**src/rtl/pio_param_decoder_pkg.sv**
```systemverilog
// Shared field layout, reserved constants and FSM encoding for the PIO
// parameter decoder.
package pio_param_decoder_pkg;

    localparam int unsigned WORD_W     = 32;
    localparam int unsigned TOGGLE_BIT = 31;
    localparam int unsigned IDX_MSB    = 30;
    localparam int unsigned IDX_LSB    = 27;
    localparam int unsigned RSV_MSB    = 26;
    localparam int unsigned RSV_LSB    = 24;
    localparam int unsigned VAL_W      = 24;
    localparam int unsigned CNT_W      = 8;

    localparam logic [3:0] IDX_CLR_ERR = 4'd15;

    typedef enum logic [1:0] {
        ST_IDLE,
        ST_SETTLE,
        ST_COMMIT
    } state_t;

    function automatic logic [3:0] word_idx(input logic [WORD_W-1:0] w);
        return w[IDX_MSB:IDX_LSB];
    endfunction

    function automatic logic word_rsv_set(input logic [WORD_W-1:0] w);
        return |w[RSV_MSB:RSV_LSB];
    endfunction

endpackage

```
**src/rtl/pio_word_stability.sv**
```systemverilog
// Registers the raw PIO word and tracks how long the captured command word
// has stayed unchanged.
module pio_word_stability
    import pio_param_decoder_pkg::*;
#(
    parameter int unsigned STABLE_CYCLES = 4
) (
    input  logic              clk,
    input  logic              reset,
    input  logic [WORD_W-1:0] i_pio_word,
    input  logic              i_capture,
    input  logic              i_settle,
    output logic              o_word_toggle,
    output logic [WORD_W-1:0] o_cap,
    output logic              o_stable,
    output logic              o_restart
);

    logic [WORD_W-1:0] r_word_q;
    logic [WORD_W-1:0] r_cap;
    logic [CNT_W-1:0]  r_cnt;
    logic              w_restart;
    logic              w_stable;

    assign w_restart = (r_word_q != r_cap);
    assign w_stable  = !w_restart && (r_cnt == CNT_W'(STABLE_CYCLES));

    always_ff @(posedge clk) begin
        if (reset) begin
            r_word_q <= '0;
            r_cap    <= '0;
            r_cnt    <= '0;
        end else begin
            r_word_q <= i_pio_word;
            if (i_capture || (i_settle && w_restart)) begin
                r_cap <= r_word_q;
                r_cnt <= CNT_W'(1);
            end else if (i_settle && !w_stable && (r_cnt != '1)) begin
                // Saturating count: never wraps back to a value that could match.
                r_cnt <= r_cnt + CNT_W'(1);
            end
        end
    end

    assign o_word_toggle = r_word_q[TOGGLE_BIT];
    assign o_cap         = r_cap;
    assign o_stable      = w_stable;
    assign o_restart     = w_restart;

endmodule

```
**src/rtl/pio_param_decoder.sv**
```systemverilog
// Decodes toggle-handshaked PIO command words into a bank of parameter
// registers, with an acknowledge toggle and a sticky command-error flag.
module pio_param_decoder
    import pio_param_decoder_pkg::*;
#(
    parameter int unsigned NUM_PARAMS    = 8,
    parameter int unsigned VALUE_W       = 24,
    parameter int unsigned STABLE_CYCLES = 4
) (
    input  logic                          clk,
    input  logic                          reset,
    input  logic [31:0]                   pio_word,
    output logic [NUM_PARAMS*VALUE_W-1:0] param_bus,
    output logic [NUM_PARAMS-1:0]         param_update,
    output logic                          ack_toggle,
    output logic                          busy,
    output logic                          cmd_err
);

    state_t r_state;
    state_t w_state_n;

    logic [VALUE_W-1:0]    r_param [NUM_PARAMS];
    logic [NUM_PARAMS-1:0] r_update;
    logic                  r_last_toggle;
    logic                  r_ack;
    logic                  r_err;

    logic              w_word_toggle;
    logic [WORD_W-1:0] w_cap;
    logic              w_stable;
    logic              w_restart;
    logic              w_new_cmd;
    logic              w_capture;
    logic              w_settle;
    logic [3:0]        w_idx;
    logic              w_idx_valid;

    pio_word_stability #(
        .STABLE_CYCLES(STABLE_CYCLES)
    ) u_stability (
        .clk          (clk),
        .reset        (reset),
        .i_pio_word   (pio_word),
        .i_capture    (w_capture),
        .i_settle     (w_settle),
        .o_word_toggle(w_word_toggle),
        .o_cap        (w_cap),
        .o_stable     (w_stable),
        .o_restart    (w_restart)
    );

    assign w_new_cmd   = (w_word_toggle != r_last_toggle);
    assign w_idx       = word_idx(w_cap);
    assign w_idx_valid = ({1'b0, w_idx} < 5'(NUM_PARAMS));

    always_ff @(posedge clk) begin
        if (reset) r_state <= ST_IDLE;
        else       r_state <= w_state_n;
    end

    always_comb begin
        w_state_n = r_state;
        w_capture = 1'b0;
        w_settle  = 1'b0;
        unique case (r_state)
            ST_IDLE: begin
                if (w_new_cmd) begin
                    w_capture = 1'b1;
                    w_state_n = ST_SETTLE;
                end
            end
            ST_SETTLE: begin
                // A reverted toggle abandons the command; otherwise the
                // stability tracker restarts or counts on this same cycle.
                if (!w_new_cmd) begin
                    w_state_n = ST_IDLE;
                end else begin
                    w_settle = 1'b1;
                    if (!w_restart && w_stable) w_state_n = ST_COMMIT;
                end
            end
            ST_COMMIT: w_state_n = ST_IDLE;
            default:   w_state_n = ST_IDLE;
        endcase
    end

    always_ff @(posedge clk) begin
        if (reset) begin
            for (int unsigned i = 0; i < NUM_PARAMS; i++) r_param[i] <= '0;
            r_update      <= '0;
            r_last_toggle <= 1'b0;
            r_ack         <= 1'b0;
            r_err         <= 1'b0;
        end else begin
            r_update <= '0;
            if (r_state == ST_COMMIT) begin
                if (word_rsv_set(w_cap)) begin
                    r_err <= 1'b1;
                end else if (w_idx_valid) begin
                    for (int unsigned i = 0; i < NUM_PARAMS; i++) begin
                        if (w_idx == 4'(i)) begin
                            r_param[i]  <= w_cap[VALUE_W-1:0];
                            r_update[i] <= 1'b1;
                        end
                    end
                end else if (w_idx == IDX_CLR_ERR) begin
                    r_err <= 1'b0;
                end else begin
                    r_err <= 1'b1;
                end
                r_last_toggle <= w_cap[TOGGLE_BIT];
                r_ack         <= w_cap[TOGGLE_BIT];
            end
        end
    end

    for (genvar g = 0; g < NUM_PARAMS; g++) begin : g_bus
        assign param_bus[g*VALUE_W +: VALUE_W] = r_param[g];
    end

    assign param_update = r_update;
    assign ack_toggle   = r_ack;
    assign cmd_err      = r_err;
    assign busy         = (r_state != ST_IDLE);

endmodule

```
**config.mk**
```make
export PLATFORM = sky130hd
export DESIGN_NAME = pio_param_decoder
export DESIGN_NICKNAME = d
export VERILOG_FILES = /design/src/rtl/pio_param_decoder_pkg.sv /design/src/rtl/pio_word_stability.sv /design/src/rtl/pio_param_decoder.sv
export SDC_FILE = /design/constraint.sdc
export NUM_CORES = 1
export LEC_CHECK = 0
export ABC_AREA = 0
export CORE_ASPECT_RATIO = 0.7
export CORE_UTILIZATION = 25
export DETAILED_ROUTE_END_ITERATION = 16
export HOLD_SLACK_MARGIN = 0.12
export PLACE_DENSITY = 0.57
export SLEW_MARGIN = 20
export SYNTH_ARGS = -nofsm -noshare
export SYNTH_HDL_FRONTEND = slang
export SYNTH_SLANG_ARGS = --single-unit
```
**constraint.sdc**
```tcl
create_clock -name clk -period 4.1 [get_ports clk]
set_input_delay 0.41 -clock clk [delete_from_list [all_inputs] [get_ports clk]]
set_output_delay 0.41 -clock clk [all_outputs]
set_load 0.05 [all_outputs]
```
* Yosys cells after proc, flatten, opt, wreduce, memory -nomap -nowiden
Memory sizes are Yosys's and may differ from the RTL's.
Cells that the tools add are included.
** Word-level totals
- Output and inout port bits :: 203
- Bits in writable memories :: 192
- Input bits :: 34
- Register bits :: 84
- Logic and storage cells :: 125
- Memories :: 1
** Cells by class
- Multiplexer cells :: 70
- Reductions and logical operators :: 17
- Bitwise gates (word level) :: 10
- Magnitude comparators :: 1
- Equal/unequal tests :: 17
- Add/subtract/negate cells :: 1
** Memories
- r_param :: depth 8, width 24, rd ports 8, clocked after memory_dff 0, wr ports 8, RTL line pio_param_decoder.sv:23 : logic [VALUE_W-1:0] r_param [NUM_PARAMS];
** Operator list (number)
- 24-bit 2-to-1 mux :: 8
- 1-bit 2-to-1 mux :: 58
- 32-bit inequality test :: 1
- 4-bit by 3-bit == test with 1-bit output (second input constant) :: 4
- 8-bit by 1-bit adder with 8-bit output (second input constant) :: 1
- 4-bit by 2-bit == test with 1-bit output (second input constant) :: 2
- 8-bit by 3-bit == test with 1-bit output (second input constant) :: 1
- 8-bit inequality test (second input constant) :: 1
- 1-bit OR :: 8
- 2-bit 2-to-1 mux :: 3
- 6-bit OR reduction :: 1
- 1-bit logical AND :: 5
- 4-bit by 1-bit == test with 1-bit output (second input constant) :: 1
- 4-bit == test (second input constant) :: 1
- 4-bit zero test :: 1
- 4-bit < comparator (second input constant) :: 1
- 2-bit case mux with 2 select lines :: 1
- 2-bit AND reduction :: 2
- 2-bit nonzero test :: 2
- 3-bit inequality test (second input constant) :: 1
- 3-bit OR reduction :: 1
- 2-bit by 1-bit == test with 1-bit output (second input constant) :: 1
- 2-bit == test (second input constant) :: 1
- 1-bit zero test :: 2
- other kinds (7) :: 8

* Depth between registers and ports, before layout
Gate-level depths: netlist of the first run.
- Depth in word-level cells :: 8
- Gate-level depth with buffers :: 9
- Mapped depth without buffers :: 7

* By module
Synthesis of the first run repeated with hierarchy kept, for this count alone.
** Unflattened totals
- Cells, all modules :: 794
- Area, all modules :: 10363.7 um^2
** By module, submodules not included
- pio_param_decoder :: seq. area each 6005.8 um^2, instances 1, area an instance 7226.9 um^2, cells an instance 491
- pio_word_stability :: seq. area each 1441.4 um^2, instances 1, area an instance 3136.8 um^2, cells an instance 303

* Worst setup path after synthesis of the first run
No wires, ideal clock.
- Kind :: reg-to-reg
- Start point :: reg u_stability.r_cap[24] (netlist: u_stability.o_cap[24])
- End point :: mem r_param[4][0] (netlist: r_param[1][0]), enable pin
- Period minus slack after synthesis :: 3.360 ns
- Data arrival time :: 2.918 ns
- Slack :: 0.740 ns
- Buffers on the path :: 0
- Library setup time :: 0.442 ns
- Stages on the path, launching flop included :: 5
- Cell sequence :: dfxtp_1 -> or3_4 -> nor3_2 -> nand2_2 -> o31ai_1
** RTL lines
- from (decl) :: RTL line pio_word_stability.sv:20 : logic [WORD_W-1:0] r_cap;
- from (signal assigned) :: RTL line pio_word_stability.sv:36 : r_cap <= r_word_q;
- to (decl) :: RTL line pio_param_decoder.sv:23

* Worst setup path in the final report of the first run
- Start point :: reg u_stability.r_cap[6] (netlist: u_stability.o_cap[6])
- End point :: reg u_stability.r_cap[7] (netlist: u_stability.o_cap[7])
** On the way
- Longest elaborated chain between the ends :: 3
** Ends and longest elaborated chain
- 32-bit inequality test :: RTL line pio_word_stability.sv:25 : assign w_restart = (r_word_q != r_cap);
- 1-bit logical AND :: RTL line pio_word_stability.sv:35 : if (i_capture || (i_settle && w_restart)) begin
- 1-bit logical OR :: RTL line pio_word_stability.sv:35
Every way passes these cells.
A chain may end at the register's enable or synchronous reset.

==> results of run 1 <==
[kinds of logic after synthesis]
group / after synthesis / synth area share, %
AND/OR/NAND/NOR: 307 / 18.2
adder cells (fa/ha/maj): 2 / 0.240
flip-flops: 276 / 71.4
XOR/XNOR: 35 / 2.94
multiplexers: 35 / 3.86
AO/OA/AOI/OAI: 19 / 1.50
buffers and inverters: 37 / 1.86
[state kept, by name, summed over array words and instances, names as in the netlist]
| register | cells |
|---|---|
| ack_toggle | 1 |
| cmd_err | 1 |
| param_update | 8 |
| r_param | 192 |
| r_state | 2 |
| u_stability.o_cap | 32 |
| u_stability.r_cnt | 8 |
| u_stability.r_word_q | 32 |
[final cells by class]
| cell class | count | area share [%] |
|---|---|---|
| Clock buffer | 35 | 5.23 |
| Inverter | 7 | 0.181 |
| Clock inverter | 17 | 1.28 |
| Multi-Input combinational cell | 398 | 20.0 |
| Antenna cell | 2 | 0.0346 |
| Timing Repair Buffer | 250 | 17.2 |
| Sequential cell | 276 | 51.4 |
| Tap cell | 544 | 4.70 |
[power by group through the flow]
stage                     sequential [mW]  combinational (mW)  clock, mW
final                                3.14               0.611       2.61
after global routing                 3.15               0.638       2.79
after CTS                            3.14               0.617       2.68
after detailed placement             3.20               0.616          0
after global placement               3.20               0.615          0
after floorplan                      3.43               0.127          0
[worst max-delay path, stage by stage (launching register included)]
cell and delay (ns):
dfxtp_1 0.55, xor2_1 0.32, nor4_1 0.14, nand2_1 0.13
nor2_2 0.07, a31oi_4 0.67, buf_4 0.47, mux2_2 0.38
[placed cells by master (no fill, tap or decap), drive strengths merged, types with 2 or more instances in the layout]
| master | n |
|---|---|
| o21ai | 9 |
| nor4 | 9 |
| bufinv | 3 |
| clkinvlp | 3 |
| clkdlybuf4s50 | 235 |
| nor3 | 13 |
| nand2 | 27 |
| or3 | 2 |
| inv | 7 |
| edfxtp | 192 |
| ha | 2 |
| and2 | 144 |
| nor2b | 80 |
| xor2 | 25 |
| xnor2 | 10 |
| dfxtp | 84 |
| nand2b | 6 |
| mux2i | 11 |
| o31ai | 2 |
| clkbuf | 35 |
| buf | 15 |
| mux2 | 24 |
| diode | 2 |
| a211oi | 3 |
| clkinv | 11 |
| nand4 | 6 |
| nand3 | 2 |
| nor2 | 11 |
| a31oi | 2 |
[worst max path at each step]
stage,startpoint,endpoint
after global routing,u_stability.o_cap[6],u_stability.o_cap[7]
final,u_stability.o_cap[6],u_stability.o_cap[7]
after floorplan,u_stability.o_cap[24],r_param[1][0]
after global placement,u_stability.o_cap[6],u_stability.o_cap[9]
after CTS,u_stability.o_cap[6],u_stability.o_cap[7]
after detailed placement,u_stability.o_cap[6],u_stability.o_cap[7]
[routing by layer]
| layer | share of wire [%] | global-route usage [%] | wire, um | up-vias |
|---|---|---|---|---|
| li1 | - | - | - | 2967 |
| met5 | 0 | 0 | 0 | - |
| met3 | 6.0 | 3.49 | 1870 | 42 |
| met4 | 2.0 | 3.55 | 629 | 0 |
| met1 | 46 | 19.7 | 14300 | 3061 |
| met2 | 46 | 22.7 | 14200 | 193 |
==> flow_summary.json, run 1 <==
{
  "run_status": "complete, no violations",
  "hold_ws_ns": 0.238,
  "yosysWarnings": 0,
  "gp_congestion": 0.815,
  "hold_path_depth": 2,
  "ys_ff_latch": 276,
  "final_util_pct": 35.3,
  "dp.cells": 1474,
  "grt_setup_unrepaired": "false",
  "die_x_um": 246,
  "synth.area.top_cells": "edfxtp_1 (55%), dfxtp_1 (16%), and2_1 (8.6%), nor2b_1 (4.8%), xor2_1 (2.1%)",
  "min_period_ns": 2.87,
  "netlist_area_sq_um": 10400,
  "ys_seq_area_share_pct": 71.4,
  "hold_start": "reset",
  "ctsResizeCount": 0,
  "synth_top_area_cell": "edfxtp_1",
  "min_to": "u_stability.r_word_q[6]",
  "hpwlAfterDp_mm": 22.1,
  "cts_hold_buf": 0,
  "sw_frac_of_total_pct": 25.0,
  "clkPwrFrac_pct": 41.1,
  "critPathLaunchType": "flop",
  "post-route-worst-setup-slack_ns": 1.23,
  "grt_pass1_vias": 6268,
  "layout-drive-gt1-share_pct": 11.6,
  "grt_overflow": 0,
  "critPathRequiredTime_ns": 4.54,
  "synth_top_area_share_pct": 55.3,
  "ys_types": 47,
  "setup_viol": 0,
  "htree_levels": 1,
  "slew_viol_final": 0,
  "reg2reg_depth": 7,
  "numCtsBuffers": 28,
  "synth_edf_count": 192,
  "clock_skew_ns": 0.0194,
  "cts_sinks": 276,
  "worst_slew_pin_slew_ns": 1.12,
  "grt_max_degree": 84,
  "ff2ff_setup_slack_ns": 1.23,
  "min_path_type": "primary input to flop",
  "setup-tns-final_ns": 0,
  "period_share_pct": 69.9,
  "cts_setup_buffers": 0,
  "die_area_sq_um": 42600,
  "syn_nets": 747,
  "postRouteWirelength_mm": 31.0,
  "drt-initial-drc-count": 445,
  "yosysMostFrequentCell": "edfxtp_1",
  "hold_violations": 0,
  "drtAntennaViolNets": 0,
  "fillers": 3917,
  "regArea_sq_um": 7450,
  "port_buffers": 236,
  "dr.pass1.iters": 5,
  "io_pins": 237,
  "arrival_ns": 3.31,
  "placed_area_sq_um": 13500,
  "synth_common_cells": "edfxtp_1 (192), and2_1 (144), dfxtp_1 (84), nor2b_1 (80), nand2_1 (26)",
  "grt_pass1_wl_mm": 43.9,
  "antenna_found_initial": 2,
  "die_h_um": 173,
  "slew_headroom_pct": 24.9,
  "ys.flop_type": "edfxtp_1",
  "wl_per_cell_um": 20.3,
  "nNetsFinal": 997,
  "leakage_nw": 5.26,
  "clock_path_buffers": 3,
  "critical_path_peak_fanout": 22,
  "power_mw": 6.37,
  "start_util_pct": 25.4,
  "power_frac_comb_pct": 9.6,
  "r2r-start": "u_stability.o_cap[6]",
  "syn_inst": 711,
  "power_density_nw_per_um2": 440,
  "fmax_mhz": 349,
  "rows": 62,
  "p_sw_mw": 1.59,
  "async_flop_share_pct": 0,
  "power.internal_mw": 4.78,
  "synthToLayoutAreaGrowth_pct": 38.8,
  "fin_area_sq_um": 14500,
  "avgViaCountPerCell": 4.10,
  "multi_input_area_sq_um": 2900,
  "clk_latency_ns": 0.56,
  "peakVddDrop_mv": 0.323,
  "drc": 0,
  "via_count": 6263,
  "core-area_sq_um": 41000,
  "fin_cells": 1529,
  "pwr-share-seq_pct": 49.3,
  "reg2reg_to": "u_stability.o_cap[7]",
  "path_clk_slew_ns": 0.06,
  "pre_cts_ws_ns": 1.27,
  "cp-end-kind": "flop",
  "cts-root-buf": "clkbuf_16",
  "critPathKind": "flop to flop",
  "maxCapViolations": 0,
  "syn_area_per_cell_sq_um": 14.7,
  "grt_usage_pct": 14.4,
  "cts_tree": "done"
}
Power figures use the tool's default switching activity.
==> run 2: changes to the inputs <==
==> constraint.sdc (replaced) <==
create_clock -name clk -period 2.85 [get_ports clk]
set_input_delay 0.285 -clock clk [delete_from_list [all_inputs] [get_ports clk]]
set_output_delay 0.285 -clock clk [all_outputs]
set_load 0.05 [all_outputs]
==> flow_summary.json, run 2 (same netlist as run 1, synthesis figures left out) <==
{
  "run_status": "complete, no violations",
  "hold_violations": 0,
  "layout_commonest_cell": "clkdlybuf4s50_1",
  "critical_path_peak_fanout": 29,
  "hold_start": "pio_word[15]",
  "drtAntennaViolNets": 0,
  "clkPwrFrac_pct": 40.9,
  "r2r-start": "u_stability.o_cap[22]",
  "min_path_type": "primary input to flop",
  "pwr-share-seq_pct": 49.1,
  "drt-initial-drc-count": 383,
  "die_x_um": 246,
  "rows": 62,
  "via_count": 6347,
  "worst_slew_pin_slew_ns": 0.649,
  "cts_sinks": 276,
  "grt_usage_pct": 14.3,
  "reg2reg_to": "u_stability.o_cap[1]",
  "power.internal_mw": 6.85,
  "ff2ff_setup_slack_ns": 0.35,
  "grt_setup_unrepaired": "false",
  "crit_chain": "xor2_1, nor4_1, nand4_1, nor2_2, a31oi_4, buf_12, mux2_2",
  "numCtsBuffers": 29,
  "cts_hold_buf": 0,
  "setup_viol": 0,
  "power_frac_comb_pct": 9.9,
  "cts_setup_buffers": 0,
  "gp_congestion": 0.780,
  "clock_skew_ns": 0.0201,
  "core-area_sq_um": 41000,
  "p_sw_mw": 2.33,
  "hpwlAfterDp_mm": 22.3,
  "clk_latency_ns": 0.57,
  "drc": 0,
  "crit_start": "u_stability.o_cap[22]",
  "top_register": "r_param",
  "slowest_delay_ns": 0.55,
  "layout_common_cells": "clkdlybuf4s50_1 (235), edfxtp_1 (192), and2_1 (144)",
  "ctsResizeCount": 0,
  "min_period_ns": 2.50,
  "slew_viol_final": 0,
  "dr.pass1.iters": 4,
  "grt_overflow": 0,
  "critPathKind": "flop to flop",
  "slew_headroom_pct": 56.7,
  "fillers": 3880,
  "fmax_mhz": 401,
  "arrival_ns": 2.94,
  "grt_max_degree": 96,
  "critPathBufInv": 1,
  "layout-drive-gt1-share_pct": 13.4,
  "avgViaCountPerCell": 4.09,
  "die_h_um": 173,
  "slowest_stage": "dfxtp_1",
  "antenna_found_initial": 5,
  "largest_reg_flops": 192,
  "htree_levels": 1,
  "critPathRequiredTime_ns": 3.30,
  "port_buffers": 236,
  "leakage_nw": 5.39,
  "cts-root-buf": "clkbuf_16",
  "grt_pass1_wl_mm": 44.2,
  "synthToLayoutAreaGrowth_pct": 40.6,
  "period_share_pct": 87.6,
  "grt_pass1_vias": 6388,
  "cp-end-kind": "flop",
  "final_util_pct": 35.8,
  "min_to": "u_stability.r_word_q[15]",
  "cts_tree": "done",
  "power_density_nw_per_um2": 625,
  "sw_frac_of_total_pct": 25.4,
  "postRouteWirelength_mm": 31.0,
  "wl_per_cell_um": 20.0,
  "critPathLaunchType": "flop",
  "peakVddDrop_mv": 0.436,
  "path_clk_slew_ns": 0.07,
  "clock_path_buffers": 3,
  "path_delay_family": "flip-flops",
  "hold_path_depth": 2,
  "reg2reg_depth": 7,
  "power_mw": 9.17,
  "nNetsFinal": 1016,
  "maxCapViolations": 0,
  "hold_ws_ns": 0.265,
  "die_area_sq_um": 42600,
  "start_util_pct": 25.4,
  "io_pins": 237
}
run 2: routing by layer:
metal | wire length (um) | track usage (%)
met1 | 14500 | 20.5
met2 | 13400 | 21.6
met3 | 2500 | 3.54
met4 | 606 | 3.21
met5 | 0 | 0
run 2: cell type report:
type | instances | area [sq um] | share of cell area [%]
Antenna cell | 6 | 15.0 | 0.102
Timing Repair Buffer | 268 | 2660 | 18.1
Tap cell | 544 | 681 | 4.64
Clock inverter | 19 | 176 | 1.20
Sequential cell | 276 | 7450 | 50.8
Clock buffer | 35 | 768 | 5.24
Inverter | 7 | 26.3 | 0.179
Multi-Input combinational cell | 398 | 2900 | 19.7
run 2: per-stage QoR:
step | std cells | setup TNS [ns] | setup WS (ns) | cell area (sq um)
2_1_floorplan | 711 | -57.54 | -0.402 | 10400
3_3_place_gp | 1493 | 0 | 0.378 | 13700
3_5_place_dp | 1493 | 0 | 0.348 | 13700
4_1_cts | 1547 | 0 | 0.321 | 14700
5_1_grt | 1548 | 0 | 0.253 | 14700
6_report | 1553 | 0 | 0.354 | 14700
run 2: how the worst max path moves through the flow:
stage / slack (ns) / depth (start not counted) / endpoint
after floorplan: -0.40 / 4 / r_param[1][24]
after global placement: 0.38 / 7 / u_stability.o_cap[10]
after detailed placement: 0.35 / 7 / u_stability.o_cap[12]
after CTS: 0.32 / 7 / u_stability.o_cap[2]
after global routing: 0.25 / 7 / u_stability.o_cap[2]
final: 0.35 / 7 / u_stability.o_cap[1]
run 2: power groups by stage:
stage | clock, mW | combinational, mW | sequential (mW)
after floorplan | 0 | 0.183 | 4.93
after global placement | 0 | 0.917 | 4.60
after detailed placement | 0 | 0.919 | 4.60
after CTS | 3.86 | 0.921 | 4.51
after global routing | 3.97 | 0.949 | 4.52
final | 3.76 | 0.910 | 4.51
==> variant, RTL diff (flow settings as in run 1) <==
Put one more register stage on the output `cmd_err`, cleared by the reset. The value now appears one clock later. The other outputs are not delayed to match.
--- a/src/rtl/pio_param_decoder.sv
+++ b/src/rtl/pio_param_decoder.sv
@@ -123,3 +123,9 @@
     assign ack_toggle   = r_ack;
-    assign cmd_err      = r_err;
+    always_ff @(posedge clk) begin
+        if (reset) begin
+            cmd_err <= '0;
+        end else begin
+            cmd_err <= r_err;
+        end
+    end
     assign busy         = (r_state != ST_IDLE);
Check against the original RTL: not equivalent (Yosys sat finds a counterexample within 10 cycles, from zero or initial values and one cycle with reset high).
==> variant against run 1 <==
- maximum frequency up 5.6%
- largest cell class unchanged
- non-clock buffer count down 2
- largest power group unchanged
- critical path type unchanged
- cell area down 1.8%
- area after synthesis down 1.5%
- total power down 0.58%
- sequential cell count up 1
- via count down 2.7%
- critical endpoint is now r_param[0][80]$_SDFFCE_PN0P_
- highest routed layer is now met5
- routed wire length down 7.1%
- worst setup slack better by 0.15 ns
==> variant: results (changes against run 1) <==
routability cong. -> 0.756 (was 0.815)
commonest cells in the netlist -> 192 x edfxtp_1, 145 x and2_1, 85 x dfxtp_1 (was 192 x edfxtp_1, 144 x and2_1, 84 x dfxtp_1)
total vias in the final route -> 6,092 (was 6,263)
Clock Skews -> 0.00651 ns (was 0.0194 ns)
largest net degree at the start of global routing -> 94 (was 84)
R2R Setup Slk -> 1.38 ns (was 1.23 ns)
Slew HR -> 34.5% (was 24.9%)
Largest delay share family, worst path -> simple AND/OR/NAND/NOR gates (was compound AO/OA/AOI/OAI gates)
fillers -> 3,890 (was 3,917)
DR iter-0 viols -> 352 (was 445)
worst r2r src -> u_stability.o_cap[24]$_SDFFE_PP0P_ (was u_stability.o_cap[6]$_SDFFE_PP0P_)
syn_nets -> 732 (was 747)
status -> finished, final reports clean (unchanged)
hold_ws -> 0.278 ns (was 0.238 ns)
Netlist cell types -> 45 (was 47)
Hold Path End -> param_update[3]$_SDFF_PP0_ (was u_stability.r_word_q[6]$_SDFF_PP0_)
Worst VDD drop -> 299 uV (was 323 uV)
R2R depth -> 5 (was 7)
initial antenna violation count -> 3 (was 2)
critical path arrival -> 2.95 ns (was 3.31 ns)
WL final -> 28.8 mm (was 31.0 mm)
post-DP HPWL -> 19.8 mm (was 22.1 mm)
slowest stage delay, CP -> 0.65 ns (was 0.67 ns)
first-pass GRT wire length -> 40.9 mm (was 43.9 mm)
Max stage delay cell, worst path -> or3b_1 (was a31oi_4)
Worst-Skew Late Latency -> 0.54 ns (was 0.56 ns)
Final #Nets -> 982 (was 997)
CP Max Fanout -> 16 (was 22)
Num CTS Buffers -> 29 (was 28)
ranking of synthesized cells by area -> edfxtp_1 56%, dfxtp_1 17%, and2_1 8.8%, nor2b_1 3.5%, mux2i_1 3.2% (was edfxtp_1 55%, dfxtp_1 16%, and2_1 8.6%, nor2b_1 4.8%, xor2_1 2.1%)
FF-to-FF End -> r_param[0][80]$_SDFFCE_PN0P_ (was u_stability.o_cap[7]$_SDFFE_PP0P_)
share of cells above drive strength 1 -> 8.57% (was 11.6%)
## variant: changes by cell type after synthesis, sizes merged, moves of 23 or more
cell	run 1	this run
nor2	11	44
mux2	24	0
nand2	27	3
nor2b	80	57
xnor2	10	33
## variant: metal layers
metal  vias to the layer above  part of all wire [%]  track usage (%)
li1                       2909                     -                -
met1                      2969                    48             18.8
met2                       170                    44             20.7
met3                        40                   6.1             3.40
met4                         4                   1.9             2.99
met5                         -                 0.087                0
## variant: per-stage QoR
step	util (%)	power (mW)	cell area, um^2	cells	setup slack (ns)
finish	35.4	6.33	14200	1504	1.38
global route	35.4	6.53	14200	1503	1.20
CTS	35.4	6.41	14200	1503	1.36
detailed placement	33.1	3.82	13300	1450	1.37
global placement	33.1	3.81	13300	1450	1.39
floorplan	-	3.57	10300	696	0.650
## variant: power breakdown
group	internal [mW]	switching [mW]	total [mW]
clock network	1.48	1.10	2.58
registers	3.08	0.0778	3.16
logic	0.199	0.393	0.592
total	4.76	1.57	6.33
## variant: area by class of cell
| type | count | area, um^2 | area share [%] |
|---|---|---|---|
| well taps | 535 | 669 | 4.71 |
| clock buffers | 39 | 826 | 5.81 |
| repair buffers | 248 | 2450 | 17.2 |
| multi-input cells | 386 | 2680 | 18.9 |
| inverters | 4 | 15.0 | 0.106 |
| diodes | 1 | 2.50 | 0.0176 |
| clock inverters | 14 | 111 | 0.783 |
| flip-flops and latches | 277 | 7470 | 52.5 |
## variant: cell families (layout without fill, tap and decap cells)
logic type               after synthesis  count (layout)  synth area share (%)
buffers and inverters                 33             305                  1.72
multiplexers                          33              33                  3.21
AO/OA/AOI/OAI                         21              21                  1.49
adder cells (fa/ha/maj)                2               2                 0.243
XOR/XNOR                              36              36                  3.07
flip-flops                           277             277                  72.7
other                                  0               1                     0
AND/OR/NAND/NOR                      294             294                  17.6
## variant: worst max-delay path by stage
stage / to / start
4_1_cts: r_param[0][25]$_SDFFCE_PN0P_ / u_stability.o_cap[24]$_SDFFE_PP0P_
6_report: r_param[0][80]$_SDFFCE_PN0P_ / u_stability.o_cap[24]$_SDFFE_PP0P_
3_3_place_gp: r_param[0][38]$_SDFFCE_PN0P_ / u_stability.o_cap[24]$_SDFFE_PP0P_
5_1_grt: r_param[0][94]$_SDFFCE_PN0P_ / u_stability.o_cap[24]$_SDFFE_PP0P_
3_5_place_dp: r_param[0][25]$_SDFFCE_PN0P_ / u_stability.o_cap[24]$_SDFFE_PP0P_
2_1_floorplan: r_param[0][0]$_SDFFCE_PN0P_ / u_stability.o_cap[24]$_SDFFE_PP0P_
## variant: worst reg2reg max path, stage by stage (launching register included)
cell	delay, ns
dfxtp_1	0.33
nor3_1	0.41
nand2b_1	0.12
or3b_1	0.65
o21ai_2	0.54
buf_4	0.35
